==> config.mk <==
export PLATFORM = sky130hd
export DESIGN_NAME = obstacle_field_generator
export DESIGN_NICKNAME = d
export VERILOG_FILES = /design/src/rtl/obstacle_field_generator.sv
export SDC_FILE = /design/constraint.sdc
export NUM_CORES = 1
export LEC_CHECK = 0
export BUFFER_PORTS_ARGS = -buffer_cell sky130_fd_sc_hd__buf_4
export CAP_MARGIN = 10
export CORE_MARGIN = 10
export CORE_UTILIZATION = 59
export CTS_BUF_LIST = sky130_fd_sc_hd__clkbuf_2
export DETAILED_ROUTE_END_ITERATION = 16
export MAX_ROUTING_LAYER = met4
export PLACE_DENSITY = 0.79
export SLEW_MARGIN = 25
export SYNTH_ARGS = -nofsm -noshare
export SYNTH_HDL_FRONTEND = slang
export SYNTH_SLANG_ARGS = --single-unit
==> constraint.sdc <==
create_clock -name clk -period 3 [get_ports clk]
set_input_delay 0.15 -clock clk [delete_from_list [all_inputs] [get_ports clk]]
set_output_delay 0.15 -clock clk [all_outputs]
set_load 0.01 [all_outputs]
==> src/rtl/obstacle_field_generator.sv <==
// obstacle_field_generator
//   Keeps a scrolling NUM_ROWS x NUM_LANES field of half-block obstacle cells.
//   On each frame tick the field scrolls by 'speed' depth units. When the scroll
//   crosses a row boundary the field shifts down one row and a new top row is
//   spawned from a free-running 64-bit Galois LFSR. Every occupied cell is then
//   streamed to the renderer over valid/ready, followed by a one-cycle done.
//
// Ports
//   clk        sole clock
//   rst_n      asynchronous active-low reset
//   activate   one-cycle frame tick (only honoured while idle)
//   speed      depth units to scroll this frame
//   ready      renderer accepts the presented obstacle
//   valid      obstacle holds an occupied cell
//   first_row  presented cell lies in row 0
//   obstacle   {back_half, type[2:0], lane, depth}
//   done       one-cycle end-of-frame pulse
module obstacle_field_generator #(
  parameter int          NUM_LANES    = 3,
  parameter int          NUM_ROWS     = 16,
  parameter int          ROW_DEPTH    = 64,
  parameter int          DEPTH_W      = 11,
  parameter int          SPAWN_THRESH = 32,
  parameter logic [63:0] SEED         = 64'h1,
  parameter int          LANE_W       = $clog2(NUM_LANES)
) (
  input  logic                           clk,
  input  logic                           rst_n,
  input  logic                           activate,
  input  logic [$clog2(ROW_DEPTH)-1:0]   speed,
  input  logic                           ready,
  output logic                           valid,
  output logic                           first_row,
  output logic [DEPTH_W+LANE_W+3:0]      obstacle,
  output logic                           done
);

  localparam int          OFF_W     = $clog2(ROW_DEPTH);
  localparam int          ROW_W     = $clog2(NUM_ROWS);
  localparam int          TOP       = NUM_ROWS - 1;
  localparam int          OBS_W     = DEPTH_W + LANE_W + 4;
  // A zero seed would lock the LFSR, so it is replaced by 1.
  localparam logic [63:0] SEED_EFF  = (SEED == 64'h0) ? 64'h1 : SEED;
  // Right-shift Galois form of x^64 + x^63 + x^61 + x^60 + 1.
  localparam logic [63:0] LFSR_MASK = 64'hD800_0000_0000_0000;
  localparam logic [8:0]  THRESH    = 9'(SPAWN_THRESH);

  localparam logic [2:0]  T_EMPTY   = 3'b000;
  localparam logic [2:0]  T_LOW     = 3'b001;
  localparam logic [2:0]  T_HIGH    = 3'b010;
  localparam logic [2:0]  T_MIDDLE  = 3'b011;
  localparam logic [2:0]  T_TRAIN   = 3'b100;
  localparam logic [2:0]  T_RAMP    = 3'b101;

  typedef enum logic [2:0] {
    IDLE   = 3'd0,
    SCROLL = 3'd1,
    SHIFT  = 3'd2,
    GEN    = 3'd3,
    EMIT   = 3'd4,
    DONE   = 3'd5
  } state_t;

  function automatic logic [63:0] lfsr_next(input logic [63:0] s);
    return {1'b0, s[63:1]} ^ (s[0] ? LFSR_MASK : 64'h0);
  endfunction

  function automatic logic [2:0] decode_type(input logic [2:0] t);
    logic [2:0] ty;
    case (t)
      3'd0:                 ty = T_LOW;
      3'd1:                 ty = T_HIGH;
      3'd2, 3'd3:           ty = T_MIDDLE;
      3'd4, 3'd5, 3'd6:     ty = T_TRAIN;
      3'd7:                 ty = T_RAMP;
      default:              ty = T_LOW;
    endcase
    return ty;
  endfunction

  function automatic logic is_two_row(input logic [2:0] ty);
    return (ty == T_TRAIN) || (ty == T_RAMP);
  endfunction

  // Distance from the viewer to the near edge of a row, wrapped to DEPTH_W bits.
  function automatic logic [DEPTH_W-1:0] depth_of(input logic [ROW_W-1:0] row,
                                                  input logic [OFF_W-1:0] off);
    return DEPTH_W'((32'(row) + 32'd1) * 32'(ROW_DEPTH) - 32'(off));
  endfunction

  state_t             state_r, state_nxt_s;
  logic [ROW_W-1:0]   row_r, row_nxt_s;
  logic [LANE_W-1:0]  lane_r, lane_nxt_s;
  logic [OFF_W-1:0]   offset_r, offset_nxt_s;
  logic [OFF_W:0]     sum_s;
  logic [63:0]        lfsr_r;

  // Cell = {back_half, type}; pending back half = {valid, type}.
  logic [3:0]         cell_r [NUM_ROWS][NUM_LANES];
  logic [3:0]         pend_r [NUM_LANES];

  logic [NUM_LANES-1:0] top_occ_s, spawn_raw_s, spawn_s;
  logic [2:0]           spawn_type_s [NUM_LANES];
  logic                 suppressed_s;

  logic               valid_r, first_row_r, done_r;
  logic [OBS_W-1:0]   obstacle_r;
  logic [3:0]         cell_sel_s;
  logic               out_valid_s;
  logic [OBS_W-1:0]   out_obs_s;

  // Spawn decision for the new top row, including the passability rule.
  always_comb begin
    top_occ_s    = {NUM_LANES{1'b0}};
    spawn_raw_s  = {NUM_LANES{1'b0}};
    spawn_s      = {NUM_LANES{1'b0}};
    suppressed_s = 1'b0;
    for (int j = 0; j < NUM_LANES; j++) begin
      spawn_type_s[j] = decode_type(lfsr_r[11*j+8 +: 3]);
      top_occ_s[j]    = (cell_r[TOP][j][2:0] != T_EMPTY);
      spawn_raw_s[j]  = ({1'b0, lfsr_r[11*j +: 8]} < THRESH) && !top_occ_s[j] &&
                        (cell_r[NUM_ROWS-2][j][2:0] == T_EMPTY);
    end
    spawn_s = spawn_raw_s;
    // A fully blocked top row would be impassable: drop the highest spawning lane.
    if ((&(top_occ_s | spawn_raw_s)) && (|spawn_raw_s)) begin
      for (int j = NUM_LANES - 1; j >= 0; j--) begin
        if (spawn_raw_s[j] && !suppressed_s) begin
          spawn_s[j]   = 1'b0;
          suppressed_s = 1'b1;
        end else begin
          suppressed_s = suppressed_s;
        end
      end
    end else begin
      spawn_s = spawn_raw_s;
    end
  end

  // Next-state, scan index and scroll offset.
  always_comb begin
    state_nxt_s  = state_r;
    row_nxt_s    = row_r;
    lane_nxt_s   = lane_r;
    offset_nxt_s = offset_r;
    sum_s        = {1'b0, offset_r} + {1'b0, speed};
    case (state_r)
      IDLE: begin
        if (activate) begin
          state_nxt_s = SCROLL;
        end else begin
          state_nxt_s = IDLE;
        end
      end
      SCROLL: begin
        // ROW_DEPTH is a power of two, so the carry bit is the wrap flag.
        offset_nxt_s = sum_s[OFF_W-1:0];
        row_nxt_s    = {ROW_W{1'b0}};
        lane_nxt_s   = {LANE_W{1'b0}};
        if (sum_s[OFF_W]) begin
          state_nxt_s = SHIFT;
        end else begin
          state_nxt_s = EMIT;
        end
      end
      SHIFT: begin
        state_nxt_s = GEN;
      end
      GEN: begin
        state_nxt_s = EMIT;
        row_nxt_s   = {ROW_W{1'b0}};
        lane_nxt_s  = {LANE_W{1'b0}};
      end
      EMIT: begin
        // Empty cells pass in one cycle; occupied cells wait for ready.
        if (!valid_r || ready) begin
          if ((row_r == ROW_W'(NUM_ROWS - 1)) && (lane_r == LANE_W'(NUM_LANES - 1))) begin
            state_nxt_s = DONE;
          end else if (lane_r == LANE_W'(NUM_LANES - 1)) begin
            lane_nxt_s = {LANE_W{1'b0}};
            row_nxt_s  = row_r + ROW_W'(1);
          end else begin
            lane_nxt_s = lane_r + LANE_W'(1);
          end
        end else begin
          state_nxt_s = EMIT;
        end
      end
      DONE: begin
        state_nxt_s = IDLE;
      end
      default: begin
        state_nxt_s = IDLE;
      end
    endcase
  end

  // Output look-ahead: present the cell the scan will point at after this edge.
  // The field is never written on an edge that enters or stays in EMIT except the
  // top row at GEN->EMIT, which is never the row being selected there.
  always_comb begin
    cell_sel_s  = cell_r[row_nxt_s][lane_nxt_s];
    out_valid_s = (state_nxt_s == EMIT) && (cell_sel_s[2:0] != T_EMPTY);
    if (out_valid_s) begin
      out_obs_s = {cell_sel_s, lane_nxt_s, depth_of(row_nxt_s, offset_nxt_s)};
    end else begin
      out_obs_s = {OBS_W{1'b0}};
    end
  end

  // FSM state register.
  always_ff @(posedge clk or negedge rst_n) begin
    if (!rst_n) begin
      state_r <= IDLE;
    end else begin
      state_r <= state_nxt_s;
    end
  end

  // Scan index, scroll offset and free-running LFSR.
  always_ff @(posedge clk or negedge rst_n) begin
    if (!rst_n) begin
      row_r    <= {ROW_W{1'b0}};
      lane_r   <= {LANE_W{1'b0}};
      offset_r <= {OFF_W{1'b0}};
      lfsr_r   <= SEED_EFF;
    end else begin
      row_r    <= row_nxt_s;
      lane_r   <= lane_nxt_s;
      offset_r <= offset_nxt_s;
      lfsr_r   <= lfsr_next(lfsr_r);
    end
  end

  // Field storage: row shift with pending back halves, then top-row spawn.
  always_ff @(posedge clk or negedge rst_n) begin
    if (!rst_n) begin
      for (int i = 0; i < NUM_ROWS; i++) begin
        for (int j = 0; j < NUM_LANES; j++) begin
          cell_r[i][j] <= 4'h0;
        end
      end
      for (int j = 0; j < NUM_LANES; j++) begin
        pend_r[j] <= 4'h0;
      end
    end else begin
      case (state_r)
        SHIFT: begin
          for (int i = 0; i < NUM_ROWS - 1; i++) begin
            for (int j = 0; j < NUM_LANES; j++) begin
              cell_r[i][j] <= cell_r[i+1][j];
            end
          end
          for (int j = 0; j < NUM_LANES; j++) begin
            cell_r[TOP][j] <= pend_r[j][3] ? {1'b1, pend_r[j][2:0]} : 4'h0;
            pend_r[j]      <= 4'h0;
          end
        end
        GEN: begin
          for (int j = 0; j < NUM_LANES; j++) begin
            if (spawn_s[j]) begin
              cell_r[TOP][j] <= {1'b0, spawn_type_s[j]};
              if (is_two_row(spawn_type_s[j])) begin
                pend_r[j] <= {1'b1, spawn_type_s[j]};
              end else begin
                pend_r[j] <= pend_r[j];
              end
            end else begin
              cell_r[TOP][j] <= cell_r[TOP][j];
            end
          end
        end
        default: begin
          for (int j = 0; j < NUM_LANES; j++) begin
            pend_r[j] <= pend_r[j];
          end
        end
      endcase
    end
  end

  // Registered renderer-facing outputs.
  always_ff @(posedge clk or negedge rst_n) begin
    if (!rst_n) begin
      valid_r     <= 1'b0;
      first_row_r <= 1'b0;
      obstacle_r  <= {OBS_W{1'b0}};
      done_r      <= 1'b0;
    end else begin
      valid_r     <= out_valid_s;
      first_row_r <= out_valid_s && (row_nxt_s == {ROW_W{1'b0}});
      obstacle_r  <= out_obs_s;
      done_r      <= (state_nxt_s == DONE);
    end
  end

  assign valid     = valid_r;
  assign first_row = first_row_r;
  assign obstacle  = obstacle_r;
  assign done      = done_r;

endmodule

* Yosys cells after proc, flatten, opt, wreduce, memory -nomap -nowiden
Memory sizes are Yosys's and may differ from the RTL's.
Cells that the tools add are included.
** Operators by class
- Add/subtract/negate cells :: 5
- Order comparisons :: 5
- Eq/ne operators :: 20
- Muxes and demuxes :: 43
- Bitwise gates (word level) :: 4
- Reduce and logical (&&, ||, !) cells :: 41
** Operator list (count)
- 4-bit two-way mux :: 17
- 64-bit two-way mux :: 1
- 63-bit by 64-bit bitwise XOR with 64-bit output :: 1
- 12-bit binary-select mux with 4-bit select :: 1
- 12-bit one-hot mux with 2 select lines :: 2
- 3-bit == test, second input constant :: 9
- 8-bit by 6-bit less-than comparator with 1-bit output, second input constant :: 3
- 12-bit two-way mux :: 2
- 17-bit two-way mux :: 1
- 3-bit one-hot mux with 5 select lines :: 1
- 1-bit logical AND :: 12
- 3-bit zero test :: 4
- 3-bit two-way mux :: 4
- 2-bit != test, second input constant :: 6
- 3-bit AND reduction :: 4
- 3-bit nonzero test :: 4
- 11-bit by 6-bit subtractor with 11-bit output :: 1
- 4-bit binary-select mux with 2-bit select :: 1
- 4-bit one-hot mux with 2 select lines :: 1
- 6-bit by 6-bit adder with 7-bit output :: 1
- 1-bit two-way mux :: 7
- 3-bit by 2-bit == test with 1-bit output, second input constant :: 2
- 1-bit zero test :: 6
- 2-bit two-way mux :: 3
- other kinds (19) :: 24
** Storage, ports and cells
- Flip-flop bits (word level) :: 303
- ROM bits :: 72
- Input bits :: 10
- Logic and storage cells :: 181
- Memories kept :: 3
** Memory list
- (no name shown) :: depth 8, width 3, read ports 1, clocked after Yosys merged registers in 0, wr ports 0, line 70 : case (t)
- (no name shown) :: depth 8, width 3, read ports 1, clocked after Yosys merged registers in 0, wr ports 0, line 70
- (no name shown) :: depth 8, width 3, read ports 1, clocked after Yosys merged registers in 0, wr ports 0, line 70

* Logic depth before layout (Yosys ltp)
- Word-level depth :: 18
- Gate-level depth with buffers :: 16
- Mapped depth without buffers :: 11

* Worst setup path before layout
No wires, ideal clock.
- Kind :: register -> register
- Start :: register state_r[0]
- End :: register obstacle_r[12], in the netlist obstacle[12]
- Arrival :: 3080 ps
- Setup slack :: -230 ps
- Stages on the path, launching flop included :: 13
- Path buffers :: 4
- Period minus slack after synthesis :: 3230 ps
- Cells stage by stage :: dfrtp_1 > buf_2 > nor3b_2 > and4_1 > mux2i_2 > buf_2 > buf_2 > nand3_1 > a311oi_1 > nor4_2 > o31ai_4 > buf_6 > a21oi_1
** Between the ends
- Word-level cells in the longest chain between the ends :: 13
- Elaborated cells on any way between the ends :: 23
- Those cells by class :: 5 x eq/ne; 12 x mux; 2 x bitwise; 4 x reduce/logical
** RTL lines
- start: declaration :: line 91 : state_t state_r, state_nxt_s;
- start signal: assignment :: line 216 : state_r <= state_nxt_s;
- 3-bit by 2-bit == test with 1-bit output / 3-bit by 1-bit == test with 1-bit output (equally long branches) :: line 147 : case (state_r)
- 2-bit OR reduction (no line)
- 4-bit one-hot mux with 2 select lines :: line 147
- 4-bit inverter with 5-bit output (implied by the code) :: line 202 : cell_sel_s = cell_r[row_nxt_s][lane_nxt_s];
- 12-bit binary-select mux with 4-bit select :: line 202
- 12-bit two-way mux (implied by the code) (2 in a row) :: line 202
- 4-bit binary-select mux with 2-bit select :: line 202
- 4-bit two-way mux (implied by the code) (2 in a row) :: line 202
- 3-bit nonzero test :: line 203 : out_valid_s = (state_nxt_s == EMIT) && (cell_sel_s[2:0] != T_EMPTY);
- 1-bit logical AND :: line 203
- 17-bit two-way mux (*) :: line 204 : if (out_valid_s) begin
- net out_obs_s[12] :: line 110 : logic [OBS_W-1:0] out_obs_s;
- end signal: assignment :: line 287 : obstacle_r <= {OBS_W{1'b0}};
- end signal: assignment :: line 292 : obstacle_r <= out_obs_s;
- end: declaration :: line 107 : logic [OBS_W-1:0] obstacle_r;
The timed path passes the listed nets; every way through them passes the cells marked *. The select of a mux whose other input is x is not followed.
A chain may end at the register's enable or synchronous reset.

* Worst setup path in the final report
- Start :: register row_r[1]
- End :: register obstacle_r[8], in the netlist obstacle[8]
** Between the ends
- Word-level cells in the longest chain between the ends :: 15
- Elaborated cells on any way between the ends :: 27
- Those cells by class :: 3 x add/sub; 2 x eq/ne; 17 x mux; 2 x bitwise; 3 x reduce/logical
** RTL lines
- start: declaration :: line 92 : logic [ROW_W-1:0] row_r, row_nxt_s;
- start signal: assignment :: line 223 : row_r <= {ROW_W{1'b0}};
- start signal: assignment :: line 228 : row_r <= row_nxt_s;
- 4-bit by 1-bit adder with 4-bit output / 4-bit == test (equally long branches) :: line 181, 177
- 4-bit two-way mux / 1-bit logical AND (equally long branches) :: line 179, 177
- 4-bit two-way mux :: line 177 : if ((row_r == ROW_W'(NUM_ROWS - 1)) && (lane_r == LANE_W'(NUM_LANES - 1))) begin
- 4-bit two-way mux :: line 176 : if (!valid_r || ready) begin
- 4-bit one-hot mux with 2 select lines :: line 147
- 4-bit inverter with 5-bit output (implied by the code) :: line 202
- 12-bit binary-select mux with 4-bit select :: line 202
- 12-bit two-way mux (implied by the code) (2 in a row) :: line 202
- 4-bit binary-select mux with 2-bit select :: line 202
- 4-bit two-way mux (implied by the code) (2 in a row) :: line 202
- 3-bit nonzero test :: line 203
- 1-bit logical AND :: line 203
- 17-bit two-way mux (*) :: line 204
- net out_obs_s[8] :: line 110
Marks and branches as above.

==> flow_metrics.env <==
export IMPL_run_status="finished with violations"
export IMPL_violated_checks="negative setup slack"
export IMPL_worst_pin_slew_ns=0.732
export IMPL_dieArea_um2=28900
export IMPL_ys_types=75
export IMPL_postRouteAntennaNets=0
export IMPL_post_route_cell_area_um2=16100
export IMPL_number_of_synthesized_flops_with_an_enable_pin=0
export IMPL_clock_transition_at_the_registers_of_the_reported_paths_ns=0.11
export IMPL_floorplan_die_height_um=170
export IMPL_grt_util_all_layers_pct=22.5
export IMPL_fillers=1391
export IMPL_route_detailed_wl_per_inst_um=20.3
export IMPL_layout_min_cycle_time_ns=3.27
export IMPL_htree_levels=3
export IMPL_die_x_um=170
export IMPL_startpoint_type="flip-flop"
export IMPL_count_of_pins_on_the_block_boundary=30
export IMPL_synth_net_count=1091
export IMPL_floorplan_rows=54
export IMPL_drv_max_cap_violation_count=0
export IMPL_synth_top_family_by_area="multiplexers"
export IMPL_first_iter_violations=778
export IMPL_min_period_over_period_pct=109
export IMPL_clockRootBuffer="sky130_fd_sc_hd__clkbuf_2"
export IMPL_worstSetupEndpointType="flip-flop"
export IMPL_postRouteWirelength_um=32500
export IMPL_max_vdd_ir_drop_mv=0.393
export IMPL_finalHoldViolCount=0
export IMPL_rsz_0062_raised_after_global_routing="true"
export IMPL_nets=1294
export IMPL_first_pass_drt_iterations=7
export IMPL_route_vias_total=9653
export IMPL_worstHoldPathType="reg -> reg"
export IMPL_final_setup_skew_ns=0.0885
export IMPL_max_freq_ghz=0.306
export IMPL_maxSlewHeadroom_pct=51.2
export IMPL_detailedPlacementHpwl_um=20400
export IMPL_mostFrequentLayoutCell="sky130_fd_sc_hd__dfrtp_1"
export IMPL_gp_routability_congestion=0.934
export IMPL_grt_first_pass_wirelength_um=51100
export IMPL_max_clock_path_buffers=3
export IMPL_clock_latency_ns=0.91
export IMPL_setup_total_negative_slack_ns=-3.97
export IMPL_post_synthesis_share_of_cell_area_spent_on_and_or_nand_and_nor_gates_pct=8.39
export IMPL_synthXorXnorAreaFrac_pct=0.857
export IMPL_cts_sinks=303
export IMPL_layout_common_cells="300 x sky130_fd_sc_hd__dfrtp_1, 178 x sky130_fd_sc_hd__mux2_2, 138 x sky130_fd_sc_hd__buf_4"
export IMPL_crit_path_max_fanout=8
export IMPL_grt_ovfl_total=0
export IMPL_post_synth_inst_count=1070
export IMPL_synth_adder_area_share_pct=1.09
export IMPL_setup_worst_path_class="reg -> reg"
export IMPL_post_synth_mux_area_share_pct=19.1
export IMPL_vias_per_cell=6.01
export IMPL_synth_compound_gate_area_share_pct=10.5
export IMPL_post_route_drc_count=0
export IMPL_starting_density_of_the_core_pct=60.3
export IMPL_tritoncts="yes"
export IMPL_syn_avg_cell_area_um2=12.4
export IMPL_multiInputGateArea_um2=5640
export IMPL_buffer_ports_inserted=29
export IMPL_synth_yosys_warnings=0
export IMPL_seq_area_frac_synth_pct=57.1
export IMPL_synth_async_sr_flop_share_pct=100
export IMPL_postPlaceCellArea_um2=14700
export IMPL_ys_seq_elements=303
export IMPL_netlist_area_um2=13300
export IMPL_finalMaxSlewViolations=0
export IMPL_grt_antenna_before_repair=1
export IMPL_critical_path_required_ns=3.80
export IMPL_power_leakage_nw=8.20
export IMPL_pin_count_of_the_biggest_net_entering_global_routing=127
export IMPL_proportion_of_layout_cells_with_a_drive_suffix_above_1_pct=40.7
export IMPL_setup_viol_count_final=18
export IMPL_worstPathArrival_ns=4.08
export IMPL_area_of_all_sequential_standard_cells_um2=7590
export IMPL_dominantRegCellSynth="sky130_fd_sc_hd__dfrtp_1"
export IMPL_floorplan_core_area_um2=22000
export IMPL_pd_cells_nw_per_um2=458
export IMPL_final_critical_path_setup_slack_ns=-0.272
export IMPL_grt_pass1_vias=9797
export IMPL_numCtsBuffers=76
export IMPL_area_growth_from_synthesis_to_layout_pct=21.2
[power breakdown]
part           switching [W]  internal (W)  leakage (nW)
combinational       0.000306      0.000254          3.54
clock                0.00168       0.00102         0.515
sequential         0.0000110       0.00411          4.14
[area by class of cell]
class	count	share of cell area, %
Antenna cell	1	0.0155
Clock inverter	17	0.676
Tap cell	280	2.17
Sequential cell	303	47.1
Clock buffer	112	3.48
Inverter	26	0.621
Timing Repair Buffer	183	10.9
Multi-Input combinational cell	683	35.0
[worst paths after layout]
check	start	endpoint	slack (ns)	cells after the start
setup reg to reg	row_r[1]	obstacle[8]	-0.27	15
min in group asynchronous	rst_n	cell_r[0]	0.39	4
hold / removal	lfsr_r[41]	lfsr_r[40]	0.34	0
setup / recovery	row_r[1]	obstacle[8]	-0.27	15
max in group asynchronous	rst_n	cell_r[140]	1.84	4
hold reg to reg	lfsr_r[41]	lfsr_r[40]	0.34	0
[through the flow]
step / cells / worst slack (ns) / utilization, % / power (W) / hold WS (ns)
after floorplan: 1070 / 0.00386 / - / 0.00437 / -0.146
after global routing: 1605 / -0.329 / 73.2 / 0.00771 / 0.337
after global placement: 1437 / -0.130 / 66.7 / 0.00463 / 0.0867
after CTS: 1587 / -0.145 / 71.1 / 0.00736 / 0.328
final: 1605 / -0.272 / 73.2 / 0.00739 / 0.343
after detailed placement: 1437 / -0.148 / 66.7 / 0.00463 / 0.0936
[state kept, by name, indices dropped and copies added (netlist names)]
| name | flops |
|---|---|
| cell_r | 192 |
| done | 1 |
| first_row | 1 |
| lane_r | 2 |
| lfsr_r | 64 |
| obstacle | 17 |
| offset_r | 6 |
| pend_r | 12 |
| row_r | 4 |
| state_r | 3 |
| valid | 1 |
[cells by family (layout without fill, tap and decap cells)]
kind of cell,Yosys count,count (layout)
DFF,303,303
muxes,230,230
and+or+nand+nor,229,229
AOI/OAI and AO/OA,200,200
buffers and inverters,84,338
xor gates and xnor gates,13,13
adders and majority gates,11,11
other,0,1
[synth_stat cells, types with 8 or more instances]
| cell type | instances | area (µm²) |
|---|---|---|
| sky130_fd_sc_hd__buf_4 | 9 | 67.6 |
| sky130_fd_sc_hd__nand3_1 | 20 | 100 |
| sky130_fd_sc_hd__nand2_1 | 103 | 387 |
| sky130_fd_sc_hd__mux2_2 | 179 | 2020 |
| sky130_fd_sc_hd__a221oi_1 | 15 | 131 |
| sky130_fd_sc_hd__nand4_1 | 9 | 56.3 |
| sky130_fd_sc_hd__mux2i_1 | 47 | 470 |
| sky130_fd_sc_hd__nor3_1 | 14 | 70.1 |
| sky130_fd_sc_hd__a21o_1 | 9 | 67.6 |
| sky130_fd_sc_hd__inv_1 | 24 | 90.1 |
| sky130_fd_sc_hd__o211ai_1 | 21 | 158 |
| sky130_fd_sc_hd__xnor2_1 | 8 | 70.1 |
| sky130_fd_sc_hd__ha_1 | 10 | 125 |
| sky130_fd_sc_hd__o21ai_0 | 24 | 120 |
| sky130_fd_sc_hd__clkbuf_1 | 26 | 97.6 |
| sky130_fd_sc_hd__nor2_1 | 32 | 120 |
| sky130_fd_sc_hd__a21oi_1 | 56 | 280 |
| sky130_fd_sc_hd__a22o_1 | 12 | 105 |
| sky130_fd_sc_hd__buf_2 | 15 | 75.1 |
| sky130_fd_sc_hd__dfrtp_1 | 302 | 7560 |
[per-layer routing]
metal | vias to the layer above | wire length, µm | global-route usage (%)
met5 | - | 0 | -
met4 | 0 | 1380 | 10.9
met3 | 111 | 2080 | 4.88
met2 | 350 | 15400 | 34.5
met1 | 4852 | 13600 | 27.9
li1 | 4340 | - | -
[worst max-delay path, cell delays in order, from the launching register on]
cell	delay (ns)
sky130_fd_sc_hd__dfrtp_1	0.37
sky130_fd_sc_hd__ha_2	0.20
sky130_fd_sc_hd__nand4bb_1	0.15
sky130_fd_sc_hd__or4_4	0.47
sky130_fd_sc_hd__o21ai_4	0.09
sky130_fd_sc_hd__inv_2	0.08
sky130_fd_sc_hd__buf_8	0.15
sky130_fd_sc_hd__buf_6	0.13
sky130_fd_sc_hd__mux2i_2	0.16
sky130_fd_sc_hd__a221oi_2	0.41
sky130_fd_sc_hd__a221oi_4	0.13
sky130_fd_sc_hd__nor4_4	0.29
sky130_fd_sc_hd__o31ai_4	0.11
sky130_fd_sc_hd__buf_6	0.14
sky130_fd_sc_hd__clkbuf_16	0.17
sky130_fd_sc_hd__a21oi_1	0.14
[repair_timing]
| item | in CTS | in global routing |
|---|---|---|
| endpoints found under the hold margin | 313 | 0 |
| gates resized for setup | 20 | 55 |
| endpoints found under the setup margin | 18 | 19 |
| pin swaps | 11 | 28 |
| setup buffers | 7 | 15 |
| gates cloned | 1 | 4 |
| hold buffers | 13 | 0 |
Note: power is estimated with default switching activity, not from simulation.
